$ cat src/rtl/mux_scan_sequencer_if.sv
// -----------------------------------------------------------------------------
// mux_scan_sequencer_if
// Bundles the scan request, the mux feedback bit and the captured-word outputs
// of mux_scan_sequencer.
//   start  : scan request from control logic
//   q_in   : mux output bit for the currently selected channel
//   select : 2-bit channel select toward the 4:1 mux
//   busy   : scan in progress
//   sample : captured 4-bit word (bit i taken while select==i)
//   valid  : one-cycle strobe, sample holds a new word
// master : control logic / mux side (drives start and q_in)
// slave  : the sequencer
// -----------------------------------------------------------------------------
interface mux_scan_sequencer_if;
    logic       start;
    logic       q_in;
    logic [1:0] select;
    logic       busy;
    logic [3:0] sample;
    logic       valid;

    modport master (
        output start,
        output q_in,
        input  select,
        input  busy,
        input  sample,
        input  valid
    );

    modport slave (
        input  start,
        input  q_in,
        output select,
        output busy,
        output sample,
        output valid
    );
endinterface

$ cat src/rtl/mux_scan_sequencer.sv
// -----------------------------------------------------------------------------
// mux_scan_sequencer
// Steps a 4:1 mux select through channels 0..3, holding each for DWELL cycles,
// samples the mux output on the last edge of every dwell and publishes the four
// captured bits as one word with a single-cycle valid strobe.
//
// Ports:
//   clk    : rising-edge clock
//   reset  : asynchronous, active-high reset
//   bus    : mux_scan_sequencer_if.slave (start, q_in in; select, busy,
//            sample, valid out -- all outputs registered)
//
// Parameters:
//   DWELL   : cycles select is held per channel (1 .. 2**DWELL_W-1)
//   DWELL_W : width of the dwell counter
//
// Build option:
//   SCAN_AUTORESTART_EN : when defined, a start seen in DONE goes straight back
//                         to SCAN, giving back-to-back scans every 4*DWELL+1
//                         cycles. Otherwise DONE always returns to IDLE.
//
// state | meaning
// ------+-------------------------------------------------------------
// IDLE  | waiting for start; select parked at channel 0
// SCAN  | stepping channels, dwell counter running, busy high
// DONE  | one cycle with valid high; sample holds the new word
// -----------------------------------------------------------------------------
module mux_scan_sequencer #(
    parameter int DWELL   = 4,
    parameter int DWELL_W = 4
) (
    input  logic                 clk,
    input  logic                 reset,
    mux_scan_sequencer_if.slave  bus
);

    typedef enum logic [1:0] {
        ST_IDLE = 2'd0,
        ST_SCAN = 2'd1,
        ST_DONE = 2'd2
    } state_t;

    localparam logic [DWELL_W-1:0] CNT_LAST = DWELL_W'(DWELL - 1);
    localparam logic [DWELL_W-1:0] CNT_ONE  = DWELL_W'(1);

    state_t             state_q,  state_d;
    logic [DWELL_W-1:0] cnt_q,    cnt_d;
    logic [1:0]         sel_q,    sel_d;
    // Channels 0..2 only; channel 3 goes straight from q_in into the word.
    logic [2:0]         shadow_q, shadow_d;
    logic [3:0]         sample_q, sample_d;
    logic               busy_q,   busy_d;
    logic               valid_q,  valid_d;

    always_comb begin
        state_d  = state_q;
        cnt_d    = cnt_q;
        sel_d    = sel_q;
        shadow_d = shadow_q;
        sample_d = sample_q;
        busy_d   = busy_q;
        valid_d  = 1'b0;

        case (state_q)
            ST_IDLE: begin
                sel_d  = 2'd0;
                busy_d = 1'b0;
                if (bus.start) begin
                    state_d = ST_SCAN;
                    cnt_d   = '0;
                    busy_d  = 1'b1;
                end
            end

            ST_SCAN: begin
                if (cnt_q == CNT_LAST) begin
                    cnt_d = '0;
                    if (sel_q != 2'd3) begin
                        shadow_d[sel_q] = bus.q_in;
                        sel_d           = sel_q + 2'd1;
                    end else begin
                        state_d  = ST_DONE;
                        sample_d = {bus.q_in, shadow_q};
                        valid_d  = 1'b1;
                        busy_d   = 1'b0;
                        sel_d    = 2'd0;
                    end
                end else begin
                    cnt_d = cnt_q + CNT_ONE;
                end
            end

            ST_DONE: begin
`ifdef SCAN_AUTORESTART_EN
                if (bus.start) begin
                    state_d = ST_SCAN;
                    cnt_d   = '0;
                    sel_d   = 2'd0;
                    busy_d  = 1'b1;
                end else begin
                    state_d = ST_IDLE;
                end
`else
                state_d = ST_IDLE;
`endif
            end

            default: begin
                state_d = ST_IDLE;
                sel_d   = 2'd0;
                busy_d  = 1'b0;
            end
        endcase
    end

    always_ff @(posedge clk or posedge reset) begin
        if (reset) begin
            state_q  <= ST_IDLE;
            cnt_q    <= '0;
            sel_q    <= 2'd0;
            shadow_q <= 3'd0;
            sample_q <= 4'd0;
            busy_q   <= 1'b0;
            valid_q  <= 1'b0;
        end else begin
            state_q  <= state_d;
            cnt_q    <= cnt_d;
            sel_q    <= sel_d;
            shadow_q <= shadow_d;
            sample_q <= sample_d;
            busy_q   <= busy_d;
            valid_q  <= valid_d;
        end
    end

    assign bus.select = sel_q;
    assign bus.busy   = busy_q;
    assign bus.sample = sample_q;
    assign bus.valid  = valid_q;

endmodule
$ cat src/flat_wrapper.sv
// flat-port wrapper written by rule: the top's interface ports become plain ports
module mux_scan_sequencer_flat 
#(
    parameter int DWELL   = 4,
    parameter int DWELL_W = 4
)
  (clk, reset, bus_start, bus_q_in, bus_select, bus_busy, bus_sample, bus_valid);
  mux_scan_sequencer_if bus_i ();
  input  logic clk;
  input  logic reset;
  input wire logic [$bits(bus_i.start)-1:0] bus_start;
  input wire logic [$bits(bus_i.q_in)-1:0] bus_q_in;
  output wire logic [$bits(bus_i.select)-1:0] bus_select;
  output wire logic [$bits(bus_i.busy)-1:0] bus_busy;
  output wire logic [$bits(bus_i.sample)-1:0] bus_sample;
  output wire logic [$bits(bus_i.valid)-1:0] bus_valid;
  assign bus_i.start = bus_start;
  assign bus_i.q_in = bus_q_in;
  assign bus_select = bus_i.select;
  assign bus_busy = bus_i.busy;
  assign bus_sample = bus_i.sample;
  assign bus_valid = bus_i.valid;
  mux_scan_sequencer #(.DWELL(DWELL), .DWELL_W(DWELL_W)) u_core (.clk(clk), .reset(reset), .bus(bus_i));
endmodule
$ cat config.mk
export PLATFORM = sky130hd
export DESIGN_NAME = mux_scan_sequencer_flat
export DESIGN_NICKNAME = d
export VERILOG_FILES = /design/src/rtl/mux_scan_sequencer_if.sv /design/src/rtl/mux_scan_sequencer.sv /design/src/flat_wrapper.sv
export SDC_FILE = /design/constraint.sdc
export NUM_CORES = 1
export LEC_CHECK = 0
export BUFFER_PORTS_ARGS = -buffer_cell sky130_fd_sc_hd__buf_4
export CORE_ASPECT_RATIO = 1.25
export CORE_MARGIN = 3
export CORE_UTILIZATION = 30
export DETAILED_ROUTE_END_ITERATION = 7
export PLACE_DENSITY = 0.53
export SLEW_MARGIN = 15
export SYNTH_ARGS = -nofsm -noshare
export SYNTH_HDL_FRONTEND = slang
export SYNTH_SLANG_ARGS = --single-unit
$ cat constraint.sdc
create_clock -name clk -period 1.75 [get_ports clk]
set_input_delay 0.175 -clock clk [delete_from_list [all_inputs] [get_ports clk]]
set_output_delay 0.175 -clock clk [all_outputs]
set_load 0.03 [all_outputs]
==> results of run 1 <==
## through the flow
step                      setup slack (ns)   util  power (mW)  std cells
after detailed placement             0.227  0.356        1.39        112
after floorplan                      0.174      -        1.19         69
after CTS                            0.195  0.369        1.62        117
after global routing                0.0826  0.369        1.72        117
after global placement               0.245  0.356        1.39        112
final                                0.180  0.369        1.59        117
## what timing repair did
item	in CTS	in global routing
setup buffers	0	0
endpoints found under the hold margin	17	0
hold buffers	1	0
## registers in the layout (all words and copies together), names as in the netlist
name               flops
u_core.bus.busy        1
u_core.bus.sample      4
u_core.state_q         2
u_core.bus.select      2
u_core.bus.valid       1
u_core.cnt_q           4
u_core.shadow_q        3
## routing by layer
layer  share of wire  GRT usage  vias to the layer above
li1                -          -                      276
met1            0.49      0.134                      274
met2            0.46      0.141                       15
met3           0.039     0.0271                        2
met4           0.010     0.0561                        0
met5               0          0                        -
## placed cells by master (no fill, tap or decap), drive strengths merged
cell,Yosys,layout
nand2,7,7
a31oi,1,1
and2b,1,1
inv,3,3
a31o,1,1
mux2,7,7
clkbuf,0,4
nand3,4,4
nor2b,2,2
ha,5,5
a22o,2,2
dfrtp,17,17
nand4b,3,3
or2b,1,1
nor3b,1,1
and3,2,2
o21bai,1,1
and4bb,1,1
buf,3,12
o311ai,3,3
o31ai,1,1
nor2,2,2
dlygate4sd3,0,1
o21ai,1,1
## power by group through the flow
stage	Clock (mW)	Sequential, mW	Combinational, mW
2_1_floorplan	0	0.800	0.394
3_3_place_gp	0	0.689	0.696
3_5_place_dp	0	0.697	0.696
4_1_cts	0.223	0.688	0.706
5_1_grt	0.243	0.718	0.761
6_report	0.211	0.688	0.696
## Yosys cell counts (all sizes together)
library cell / number / area, sq um
dfrtp: 17 / 425
mux2: 7 / 93.8
nand2: 7 / 26.3
ha: 5 / 62.6
nand3: 4 / 20.0
buf: 3 / 33.8
inv: 3 / 11.3
nand4b: 3 / 26.3
o311ai: 3 / 26.3
a22o: 2 / 17.5
and3: 2 / 18.8
nor2: 2 / 7.51
nor2b: 2 / 20.0
a31o: 1 / 8.76
a31oi: 1 / 6.26
and2b: 1 / 7.51
and4bb: 1 / 12.5
nor3b: 1 / 12.5
o21ai: 1 / 5.00
o21bai: 1 / 7.51
o31ai: 1 / 7.51
or2b: 1 / 7.51
## cell type report
type,instances,area (sq um),area share
Timing Repair Buffer,13,100,0.100
Sequential cell,17,425,0.426
Multi-Input combinational cell,46,394,0.394
Tap cell,34,42.5,0.0426
Clock buffer,4,26.3,0.0263
Inverter,3,11.3,0.0113
## logic make-up (layout without fill, tap and decap cells)
family / after synthesis / in the layout / synth area share
adder cells (fa/ha/maj): 5 / 5 / 0.0724
AND/OR/NAND/NOR: 24 / 24 / 0.184
flip-flops: 17 / 17 / 0.492
buffers and inverters: 6 / 20 / 0.0521
multiplexers: 7 / 7 / 0.109
AO/OA/AOI/OAI: 10 / 10 / 0.0912
## path summary, 6_finish.rpt
path,depth (start not counted),endpoint,from
setup reg to reg,5,u_core.shadow_q[2]$_DFFE_PP0P_,u_core.cnt_q[0]$_DFFE_PP0P_
min in group asynchronous,3,u_core.cnt_q[3]$_DFFE_PP0P_,reset
setup / recovery,5,u_core.shadow_q[2]$_DFFE_PP0P_,u_core.cnt_q[0]$_DFFE_PP0P_
max in group asynchronous,3,u_core.bus.sample[3]$_DFFE_PP0P_,reset
hold / removal,2,u_core.shadow_q[0]$_DFFE_PP0P_,bus_q_in
hold reg to reg,1,u_core.bus.sample[0]$_DFFE_PP0P_,u_core.shadow_q[0]$_DFFE_PP0P_
## critical path: stages, from the launching register on
cell	delay, ns
dfrtp_1	0.43
ha_1	0.24
nor3b_2	0.17
buf_4	0.17
nand4b_1	0.11
mux2_2	0.33
==> metrics.txt, run 1 <==
# TYPE chip_impl_metric gauge
chip_impl_metric{name="yosysUniqueCellTypes",unit=""} 27
chip_impl_metric{name="critical_path_peak_fanout",unit=""} 11
chip_impl_metric{name="clock_sinks",unit=""} 17
chip_impl_metric{name="power.share.switching",unit=""} 0.386
chip_impl_metric{name="final_nets",unit=""} 93
chip_impl_metric{name="leakage_power",unit="nW"} 0.471
chip_impl_metric{name="internal-power",unit="mW"} 0.979
chip_impl_metric{name="proportion_of_synthesized_chip_area_in_sequential_cells",unit=""} 0.492
chip_impl_metric{name="timing.max_slew.rel_slack",unit=""} 0.569
chip_impl_info{name="root_buffer",value="clkbuf_4"} 1
chip_impl_metric{name="max_clock_freq",unit="GHz"} 0.637
chip_impl_metric{name="postSynthRegisterBits",unit=""} 17
chip_impl_metric{name="dr_total_vias",unit=""} 567
chip_impl_metric{name="largest_net_degree_at_the_start_of_global_routing",unit=""} 18
chip_impl_metric{name="routed_wire_length_per_instance",unit="um"} 13.2
chip_impl_metric{name="worst_hold_slack",unit="ns"} 0.145
chip_impl_info{name="rsz0062_at_grt",value="false"} 1
chip_impl_metric{name="synth_area",unit="sq um"} 865
chip_impl_metric{name="postSynthNetCount",unit=""} 78
chip_impl_metric{name="final_period_minus_worst_setup_slack",unit="ns"} 1.57
chip_impl_metric{name="comb_power_share",unit=""} 0.437
chip_impl_metric{name="critical_path_arrival",unit="ns"} 1.75
chip_impl_metric{name="clock_latency",unit="ns"} 0.28
chip_impl_metric{name="cts.clk_slew.worst_paths",unit="ns"} 0.10
chip_impl_metric{name="cts-root-to-sink-buffers",unit=""} 2
chip_impl_metric{name="post_synth.cell_area_avg",unit="sq um"} 12.5
chip_impl_metric{name="insertedDiodeCount",unit=""} 0
chip_impl_metric{name="wl",unit="mm"} 1.54
chip_impl_metric{name="hold_viol",unit=""} 0
chip_impl_metric{name="flow.area_growth_from_synthesis",unit="%"} 15.6
chip_impl_metric{name="cell_area_after_placement",unit="sq um"} 963
chip_impl_metric{name="floorplan.core_area",unit="sq um"} 2710
chip_impl_metric{name="post_route_cells_drive_above_1_share",unit=""} 0.337
chip_impl_metric{name="drtPass1Iterations",unit=""} 4
chip_impl_metric{name="final.fill_count",unit=""} 270
chip_impl_metric{name="synth_cells",unit=""} 69
chip_impl_metric{name="dr.first_iter.drc_count",unit=""} 15
chip_impl_metric{name="drv_cap",unit=""} 0
chip_impl_metric{name="transition_time_of_the_tightest_slew_check_pin",unit="ns"} 0.646
chip_impl_metric{name="num_io_pins",unit=""} 12
chip_impl_metric{name="start_util",unit=""} 0.319
chip_impl_metric{name="setup_viol",unit=""} 0
chip_impl_metric{name="worst-endpoint-required",unit="ns"} 1.93
chip_impl_metric{name="sequentialPowerShare",unit=""} 0.431
chip_impl_metric{name="dp.final_hpwl",unit="mm"} 1.07
chip_impl_metric{name="r2r_setup_slack",unit="ns"} 0.18
chip_impl_metric{name="post_cts_resized",unit=""} 0
chip_impl_metric{name="gp_congestion",unit=""} 0.701
chip_impl_metric{name="vias_in_the_first_global_route",unit=""} 546
chip_impl_metric{name="timing.setup.tns",unit="ns"} 0
chip_impl_metric{name="slew_viol_final",unit=""} 0
chip_impl_metric{name="dieWidth",unit="um"} 54.0
chip_impl_metric{name="cts_made_buffers",unit=""} 3
chip_impl_metric{name="cellPowerDensity",unit="nW/um^2"} 1600
chip_impl_metric{name="final_period_utilization",unit=""} 0.897
chip_impl_metric{name="grtUsageTotal",unit=""} 0.0996
chip_impl_metric{name="power.switching",unit="mW"} 0.616
chip_impl_info{name="timing.hold.worst.class",value="in -> reg"} 1
chip_impl_metric{name="largest_vdd_supply_drop",unit="V"} 0.000536
chip_impl_metric{name="power.clock.fraction",unit=""} 0.132
chip_impl_info{name="worst-setup-path-type",value="reg -> reg"} 1
chip_impl_metric{name="global_route_wire_length_before_repair",unit="mm"} 2.56
chip_impl_metric{name="vias_per_cell",unit=""} 4.85
chip_impl_metric{name="drc",unit=""} 0
chip_impl_metric{name="yosysWarningCount",unit=""} 0
chip_impl_metric{name="htreeDepth",unit=""} 1
chip_impl_metric{name="grt_antenna_before_repair",unit=""} 0
chip_impl_metric{name="die_area",unit="sq um"} 3570
chip_impl_metric{name="placement_rows",unit=""} 21
chip_impl_metric{name="floorplan.die.height",unit="um"} 66.0
chip_impl_info{name="critical_path.endpoint_type",value="register"} 1
chip_impl_info{name="run_status",value="finished clean"} 1
chip_impl_metric{name="finClkSkew",unit="ns"} 0.00271
chip_impl_metric{name="sum_of_overflow_across_all_layers_after_global_routing",unit=""} 0
chip_impl_info{name="clock_tree_from_tritoncts",value="built"} 1
chip_impl_metric{name="post-route-cell-area",unit="sq um"} 1000
chip_impl_info{name="critPathLaunchType",value="register"} 1
chip_impl_metric{name="drtAntennaViolNets",unit=""} 0
chip_impl_metric{name="buffer_ports.inserted",unit=""} 11
Power figures use the tool's default switching activity.
==> inputs of run 2 (changes only) <==
--- a/config.mk
+++ b/config.mk
@@ -5,6 +5,7 @@
 export SDC_FILE = /design/constraint.sdc
 export NUM_CORES = 1
 export LEC_CHECK = 0
+export ABC_AREA = 1
 export BUFFER_PORTS_ARGS = -buffer_cell sky130_fd_sc_hd__buf_4
 export CORE_ASPECT_RATIO = 1.25
 export CORE_MARGIN = 3
==> run 2 against run 1 <==
  * Final area up 0.38%
  * Synthesized cell count increased by 36%
  * Non-clock buffer count is 1 lower
  * Final cell count up 22%
  * Routed wire length down 0.78%
  * Clock power barely moved
  * Utilization rose by 2.4 points
==> metrics.txt, run 2 <==
# TYPE chip_impl_metric gauge
chip_impl_metric{name="synth-compound-area-share",unit=""} 0.0119
chip_impl_metric{name="worst-endpoint-required",unit="ns"} 1.98
chip_impl_metric{name="timing.setup.tns",unit="ns"} 0
chip_impl_info{name="hold_end",value="u_core.bus.sample[3]$_DFFE_PP0P_"} 1
chip_impl_metric{name="async_flop_share",unit=""} 1.00
chip_impl_metric{name="finClkSkew",unit="ns"} 0.00226
chip_impl_metric{name="vias_in_the_first_global_route",unit=""} 666
chip_impl_info{name="worst-setup-path-type",value="reg -> reg"} 1
chip_impl_info{name="synth.largest_area_cell",value="dfrtp_1"} 1
chip_impl_metric{name="drc",unit=""} 0
chip_impl_metric{name="cell_area_after_placement",unit="sq um"} 967
chip_impl_metric{name="synth_adder_area_share",unit=""} 0.0742
chip_impl_metric{name="gp_congestion",unit=""} 0.864
chip_impl_metric{name="drtPass1Iterations",unit=""} 4
chip_impl_metric{name="start_util",unit=""} 0.330
chip_impl_metric{name="hold_viol",unit=""} 0
chip_impl_info{name="post-synth-top-count-cell",value="nand2_1"} 1
chip_impl_info{name="post_synth_main_area_contributors",value="dfrtp_1 (50%), nand2_1 (16%), nand3_1 (8.9%)"} 1
chip_impl_metric{name="critical_path_arrival",unit="ns"} 1.50
chip_impl_info{name="clock_tree_from_tritoncts",value="built"} 1
chip_impl_metric{name="post_synthesis_xor_xnor_area_fraction",unit=""} 0.0104
chip_impl_info{name="timing.rr.start",value="u_core.bus.select[0]$_DFFE_PP0P_"} 1
chip_impl_info{name="critical_path.endpoint_type",value="register"} 1
chip_impl_metric{name="setup_viol",unit=""} 0
chip_impl_info{name="synth.top_cells.by_count",value="nand2_1 (35), dfrtp_1 (17), nand3_1 (15), inv_1 (7), ha_1 (5)"} 1
chip_impl_metric{name="buffer_ports.inserted",unit=""} 11
chip_impl_metric{name="internal-power",unit="mW"} 0.936
chip_impl_metric{name="postSynthRegisterBits",unit=""} 17
chip_impl_info{name="critPathLaunchType",value="register"} 1
chip_impl_metric{name="largest_vdd_supply_drop",unit="V"} 0.000679
chip_impl_metric{name="wl",unit="mm"} 1.53
chip_impl_metric{name="yosysUniqueCellTypes",unit=""} 16
chip_impl_metric{name="insertedDiodeCount",unit=""} 0
chip_impl_metric{name="dr_total_vias",unit=""} 642
chip_impl_metric{name="grt_antenna_before_repair",unit=""} 0
chip_impl_info{name="hold_path.startpoint",value="bus_q_in"} 1
chip_impl_metric{name="dr.first_iter.drc_count",unit=""} 9
chip_impl_metric{name="post_synth.cell_area_avg",unit="sq um"} 8.97
chip_impl_metric{name="proportion_of_synthesized_chip_area_in_sequential_cells",unit=""} 0.504
chip_impl_metric{name="dieWidth",unit="um"} 53.4
chip_impl_info{name="timing.hold.worst.class",value="in -> reg"} 1
chip_impl_info{name="run_status",value="finished clean"} 1
chip_impl_info{name="ys.flop_type",value="dfrtp_1"} 1
chip_impl_metric{name="vias_per_cell",unit=""} 4.49
chip_impl_metric{name="power.switching",unit="mW"} 0.727
chip_impl_metric{name="r2r_setup_slack",unit="ns"} 0.48
chip_impl_metric{name="postSynthNetCount",unit=""} 103
chip_impl_metric{name="num_io_pins",unit=""} 12
chip_impl_metric{name="global_route_wire_length_before_repair",unit="mm"} 2.85
chip_impl_metric{name="routed_wire_length_per_instance",unit="um"} 10.7
chip_impl_metric{name="drv_cap",unit=""} 0
chip_impl_metric{name="floorplan.core_area",unit="sq um"} 2550
chip_impl_metric{name="die_area",unit="sq um"} 3490
chip_impl_info{name="layout.cells.most_common",value="nand2_1"} 1
chip_impl_metric{name="comb_power_share",unit=""} 0.447
chip_impl_metric{name="synth_enable_flop_cells",unit=""} 0
chip_impl_metric{name="floorplan.die.height",unit="um"} 65.3
chip_impl_metric{name="synth_cells",unit=""} 94
chip_impl_metric{name="cts_made_buffers",unit=""} 3
chip_impl_metric{name="ff2ff_path_depth",unit=""} 6
chip_impl_metric{name="htreeDepth",unit=""} 1
chip_impl_metric{name="drtAntennaViolNets",unit=""} 0
chip_impl_metric{name="dp.final_hpwl",unit="mm"} 1.15
chip_impl_metric{name="largest_net_degree_at_the_start_of_global_routing",unit=""} 18
chip_impl_metric{name="cellPowerDensity",unit="nW/um^2"} 1660
chip_impl_metric{name="final_period_utilization",unit=""} 0.726
chip_impl_metric{name="sequentialPowerShare",unit=""} 0.426
chip_impl_metric{name="final_cell_count_no_fill",unit=""} 143
chip_impl_metric{name="sum_of_overflow_across_all_layers_after_global_routing",unit=""} 0
chip_impl_info{name="synth_top_family_by_area",value="simple AND/OR/NAND/NOR gates"} 1
chip_impl_metric{name="timing.max_slew.rel_slack",unit=""} 0.570
chip_impl_info{name="rsz0062_at_grt",value="false"} 1
chip_impl_metric{name="cts.clk_slew.worst_paths",unit="ns"} 0.10
chip_impl_info{name="root_buffer",value="clkbuf_4"} 1
chip_impl_metric{name="yosys.area_share.simple",unit=""} 0.364
chip_impl_metric{name="leakage_power",unit="nW"} 0.519
chip_impl_metric{name="max_clock_freq",unit="GHz"} 0.787
chip_impl_metric{name="synth_area",unit="sq um"} 843
chip_impl_metric{name="grtUsageTotal",unit=""} 0.111
chip_impl_metric{name="hold_path_depth",unit=""} 3
chip_impl_metric{name="power.clock.fraction",unit=""} 0.127
chip_impl_metric{name="clock_sinks",unit=""} 17
chip_impl_metric{name="clock_latency",unit="ns"} 0.28
chip_impl_metric{name="post_route_cells_drive_above_1_share",unit=""} 0.209
chip_impl_metric{name="worst_hold_slack",unit="ns"} 0.113
chip_impl_metric{name="post-synth-top-area-fraction",unit=""} 0.504
chip_impl_metric{name="post_cts_resized",unit=""} 0
chip_impl_metric{name="slew_viol_final",unit=""} 0
chip_impl_metric{name="flow.area_growth_from_synthesis",unit="%"} 19.0
chip_impl_info{name="regToRegEndpoint",value="u_core.shadow_q[1]$_DFFE_PP0P_"} 1
chip_impl_metric{name="yosysWarningCount",unit=""} 0
chip_impl_metric{name="final_nets",unit=""} 120
chip_impl_metric{name="power.share.switching",unit=""} 0.437
chip_impl_info{name="layout.cells.most_common_list",value="nand2_1 (35), dfrtp_1 (17), nand3_1 (15)"} 1
chip_impl_metric{name="post-route-cell-area",unit="sq um"} 1000
chip_impl_metric{name="dpl.cell_count",unit=""} 138
chip_impl_metric{name="cts-root-to-sink-buffers",unit=""} 2
chip_impl_metric{name="critical_path_peak_fanout",unit=""} 5
chip_impl_metric{name="final_period_minus_worst_setup_slack",unit="ns"} 1.27
chip_impl_metric{name="transition_time_of_the_tightest_slew_check_pin",unit="ns"} 0.645
chip_impl_metric{name="placement_rows",unit=""} 20
chip_impl_metric{name="proportion_of_synthesized_area_in_mux_cells",unit=""} 0
run 2: layout make-up:
type / count / area, sq um
Clock buffer: 4 / 26.3
Fill cell: 286 / 1550
Inverter: 8 / 30.0
Multi-Input combinational cell: 69 / 388
Sequential cell: 17 / 425
Tap cell: 33 / 41.3
Timing Repair Buffer: 12 / 92.6
run 2: logic make-up after synthesis:
family	after synthesis
xor+xnor	1
compound gates	2
simple gates	61
fa+ha+maj	5
flops	17
buf+inv	8
run 2: metrics by stage:
step	setup slack, ns	util	power, mW
detailed placement	0.491	0.379	1.48
finish	0.479	0.393	1.66
global route	0.345	0.393	1.83
CTS	0.457	0.393	1.69
floorplan	0.459	-	1.24
global placement	0.479	0.379	1.48
run 2: power by group through the flow:
stage / logic (mW) / clock network (mW) / registers [mW]
after floorplan: 0.391 / 0 / 0.849
after global placement: 0.762 / 0 / 0.715
after detailed placement: 0.755 / 0 / 0.721
after CTS: 0.760 / 0.219 / 0.713
after global routing: 0.851 / 0.239 / 0.741
final: 0.744 / 0.211 / 0.709
run 2: critical path, cell delays in order (launching register included):
cell     delay, ns
dfrtp_1       0.44
ha_1          0.25
inv_1         0.15
nand2_2       0.11
nor2_4        0.12
nand3_1       0.08
nand2_1       0.06
run 2: how the worst max path moves through the flow:
stage                                          start                               end  depth (start not counted)  slack (ns)
detailed placement  u_core.bus.select[0]$_DFFE_PP0P_    u_core.shadow_q[1]$_DFFE_PP0P_                          6        0.49
global route             u_core.cnt_q[0]$_DFFE_PP0P_  u_core.bus.sample[2]$_DFFE_PP0P_                          6        0.35
global placement    u_core.bus.select[0]$_DFFE_PP0P_    u_core.shadow_q[1]$_DFFE_PP0P_                          6        0.48
finish              u_core.bus.select[0]$_DFFE_PP0P_    u_core.shadow_q[1]$_DFFE_PP0P_                          6        0.48
floorplan           u_core.bus.select[0]$_DFFE_PP0P_    u_core.shadow_q[0]$_DFFE_PP0P_                          6        0.46
CTS                 u_core.bus.select[0]$_DFFE_PP0P_    u_core.shadow_q[1]$_DFFE_PP0P_                          6        0.46
run 2: repair_timing:
action / in CTS / in global routing
hold endpoints to repair: 4 / 0
hold buffers: 1 / 0
setup buffers: 0 / 0
run 2: per-layer routing:
metal | track usage | up-vias | wire length [um]
li1 | - | 334 | -
met1 | 0.149 | 296 | 739
met2 | 0.167 | 10 | 727
met3 | 0.0272 | 2 | 45
met4 | 0.0479 | 0 | 19
met5 | 0 | - | 0
==> inputs of run 3 (changes only) <==
==> constraint.sdc (replaced) <==
create_clock -name clk -period 1.2 [get_ports clk]
set_input_delay 0.12 -clock clk [delete_from_list [all_inputs] [get_ports clk]]
set_output_delay 0.12 -clock clk [all_outputs]
set_load 0.03 [all_outputs]
==> run 3 against run 2 <==
  * Clock skew grew 0.0018 ns
  * Routed wire length grew 7.6%
  * Critical path depth shrank 4
  * Hold slack lost 0.050 ns
  * Critical endpoint is now bus_select[0]
  * Largest power group unchanged
==> metrics.txt, run 3 (synthesized netlist as in run 2, its figures left out) <==
# TYPE chip_impl_metric gauge
chip_impl_metric{name="critical_path_buf_inv_count",unit=""} 2
chip_impl_metric{name="timing.max_slew.rel_slack",unit=""} 0.836
chip_impl_metric{name="cts_made_buffers",unit=""} 3
chip_impl_metric{name="buffer_ports.inserted",unit=""} 11
chip_impl_metric{name="sum_of_overflow_across_all_layers_after_global_routing",unit=""} 0
chip_impl_info{name="root_buffer",value="clkbuf_4"} 1
chip_impl_info{name="critPathTopFamily",value="flip-flops"} 1
chip_impl_metric{name="worst_path_largest_cell_delay",unit="ns"} 0.44
chip_impl_metric{name="cellPowerDensity",unit="nW/um^2"} 2410
chip_impl_metric{name="largest_vdd_supply_drop",unit="V"} 0.000912
chip_impl_metric{name="dr.first_iter.drc_count",unit=""} 16
chip_impl_metric{name="insertedDiodeCount",unit=""} 0
chip_impl_metric{name="placement_rows",unit=""} 20
chip_impl_metric{name="wl",unit="mm"} 1.65
chip_impl_metric{name="placement.setup.worst_slack",unit="ns"} -0.0188
chip_impl_metric{name="routed_wire_length_per_instance",unit="um"} 10.9
chip_impl_info{name="run_status",value="finished clean"} 1
chip_impl_info{name="clock_tree_from_tritoncts",value="built"} 1
chip_impl_metric{name="num_io_pins",unit=""} 12
chip_impl_metric{name="max_clock_freq",unit="GHz"} 0.866
chip_impl_metric{name="setup_viol",unit=""} 0
chip_impl_metric{name="grtUsageTotal",unit=""} 0.105
chip_impl_info{name="timing.hold.worst.class",value="in -> reg"} 1
chip_impl_metric{name="clock_sinks",unit=""} 17
chip_impl_info{name="worst_path_max_delay_cell",value="dfrtp_2"} 1
chip_impl_info{name="layout.cells.most_common_list",value="nand2_1 (33), buf_4 (19), nand3_1 (15), dfrtp_1 (15)"} 1
chip_impl_metric{name="final_period_utilization",unit=""} 0.962
chip_impl_metric{name="dieWidth",unit="um"} 53.4
chip_impl_metric{name="floorplan.core_area",unit="sq um"} 2550
chip_impl_metric{name="transition_time_of_the_tightest_slew_check_pin",unit="ns"} 0.246
chip_impl_metric{name="final_nets",unit=""} 128
chip_impl_metric{name="drtPass1Iterations",unit=""} 3
chip_impl_metric{name="gp_congestion",unit=""} 0.722
chip_impl_metric{name="final.fill_count",unit=""} 273
chip_impl_info{name="timing.critical_path.mode_cell",value="buf_4"} 1
chip_impl_metric{name="slew_viol_final",unit=""} 0
chip_impl_metric{name="critical_path_peak_fanout",unit=""} 4
chip_impl_metric{name="vias_per_cell",unit=""} 4.48
chip_impl_metric{name="final_cell_count_no_fill",unit=""} 151
chip_impl_metric{name="drtAntennaViolNets",unit=""} 0
chip_impl_metric{name="clock_latency",unit="ns"} 0.28
chip_impl_metric{name="cts-root-to-sink-buffers",unit=""} 2
chip_impl_metric{name="drc",unit=""} 0
chip_impl_metric{name="dpl.cell_count",unit=""} 144
chip_impl_metric{name="final_period_minus_worst_setup_slack",unit="ns"} 1.15
chip_impl_metric{name="grt_antenna_before_repair",unit=""} 0
chip_impl_info{name="worst-setup-path-type",value="reg -> out"} 1
chip_impl_metric{name="drv_cap",unit=""} 0
chip_impl_info{name="crit_path_cell_trace",value="buf_4, buf_4"} 1
chip_impl_info{name="critical_path.endpoint_type",value="output pin"} 1
chip_impl_metric{name="final_critical_path_setup_slack",unit="ns"} 0.0455
chip_impl_metric{name="hold_viol",unit=""} 0
chip_impl_metric{name="dr_total_vias",unit=""} 676
chip_impl_metric{name="worst-endpoint-required",unit="ns"} 1.08
chip_impl_metric{name="vias_in_the_first_global_route",unit=""} 671
chip_impl_metric{name="critical_path_arrival",unit="ns"} 1.03
chip_impl_metric{name="start_util",unit=""} 0.330
chip_impl_metric{name="dp.final_hpwl",unit="mm"} 1.21
chip_impl_info{name="critPathLaunchType",value="register"} 1
chip_impl_metric{name="postLayoutCoreUtil",unit=""} 0.435
chip_impl_metric{name="floorplan.die.height",unit="um"} 65.3
chip_impl_info{name="layout.cells.most_common",value="nand2_1"} 1
chip_impl_metric{name="flow.area_growth_from_synthesis",unit="%"} 31.6
chip_impl_metric{name="post_route_cells_drive_above_1_share",unit=""} 0.364
chip_impl_metric{name="cts.clk_slew.worst_paths",unit="ns"} 0.10
chip_impl_metric{name="htreeDepth",unit=""} 1
chip_impl_metric{name="finClkSkew",unit="ns"} 0.00409
chip_impl_metric{name="largest_net_degree_at_the_start_of_global_routing",unit=""} 18
chip_impl_metric{name="leakage_power",unit="nW"} 0.561
chip_impl_metric{name="global_route_wire_length_before_repair",unit="mm"} 2.74
chip_impl_metric{name="die_area",unit="sq um"} 3490
==> run 3: worst register-to-register path: stages, from the launching register on <==
cell	delay, ns
dfrtp_2	0.43
buf_4	0.15
inv_1	0.07
ha_2	0.26
nand2_1	0.06
nand2_1	0.05
==> run 3: power breakdown <==
group / total, mW / leakage, nW / internal [mW] / switching [mW]
logic: 1.37 / 0.342 / 0.586 / 0.786
clock network: 0.296 / 0.0177 / 0.124 / 0.173
registers: 1.01 / 0.201 / 0.824 / 0.184
total: 2.68 / 0.561 / 1.53 / 1.14
==> run 3: through the flow <==
stage                     TNS (ns)  hold WS, ns  power (mW)  area (sq um)
final                            0       0.0624        2.68          1110
after global routing      -0.00978       0.0650        2.92          1110
after CTS                        0       0.0515        2.59          1060
after detailed placement   -0.0609        0.155        2.27          1010
after global placement    -0.00115        0.154        2.25          1010
after floorplan                  0       0.0459        1.82           846
==> run 3: timing repair <==
| action | in CTS | in global routing |
|---|---|---|
| hold buffers | 1 | 0 |
| pin swaps | 0 | 3 |
| setup endpoints to repair | 7 | 11 |
| endpoints found under the hold margin | 17 | 0 |
| resized for setup | 2 | 10 |
| buffers inserted | 0 | 2 |
==> run 3: layout make-up <==
| cell class | instances | area [sq um] | share of cell area |
|---|---|---|---|
| Inverter | 8 | 32.5 | 0.0293 |
| Timing Repair Buffer | 20 | 153 | 0.138 |
| Clock buffer | 3 | 22.5 | 0.0203 |
| Sequential cell | 17 | 428 | 0.386 |
| Clock inverter | 1 | 5.00 | 0.00451 |
| Multi-Input combinational cell | 69 | 428 | 0.386 |
| Tap cell | 33 | 41.3 | 0.0372 |
==> run 3: worst paths after layout <==
| check | from | endpoint | slack [ns] | cells past startpoint |
|---|---|---|---|---|
| setup / recovery | u_core.bus.select[0]$_DFFE_PP0P_ | bus_select[0] | 0.05 | 2 |
| setup reg to reg | u_core.bus.select[1]$_DFFE_PP0P_ | u_core.bus.select[1]$_DFFE_PP0P_ | 0.07 | 5 |
| hold / removal | bus_q_in | u_core.bus.sample[3]$_DFFE_PP0P_ | 0.06 | 3 |
| min in group asynchronous | reset | u_core.bus.sample[2]$_DFFE_PP0P_ | 0.39 | 4 |
| max in group asynchronous | reset | u_core.bus.select[0]$_DFFE_PP0P_ | 0.60 | 4 |
| hold reg to reg | u_core.bus.busy$_DFFE_PP0P_ | u_core.bus.busy$_DFFE_PP0P_ | 0.48 | 2 |
==> run 3: routing by layer <==
layer	up-vias	GRT usage	part of all wire
met5	-	0	0
li1	351	-	-
met4	0	0.0383	0.0085
met1	316	0.123	0.44
met3	2	0.0272	0.021
met2	7	0.178	0.53
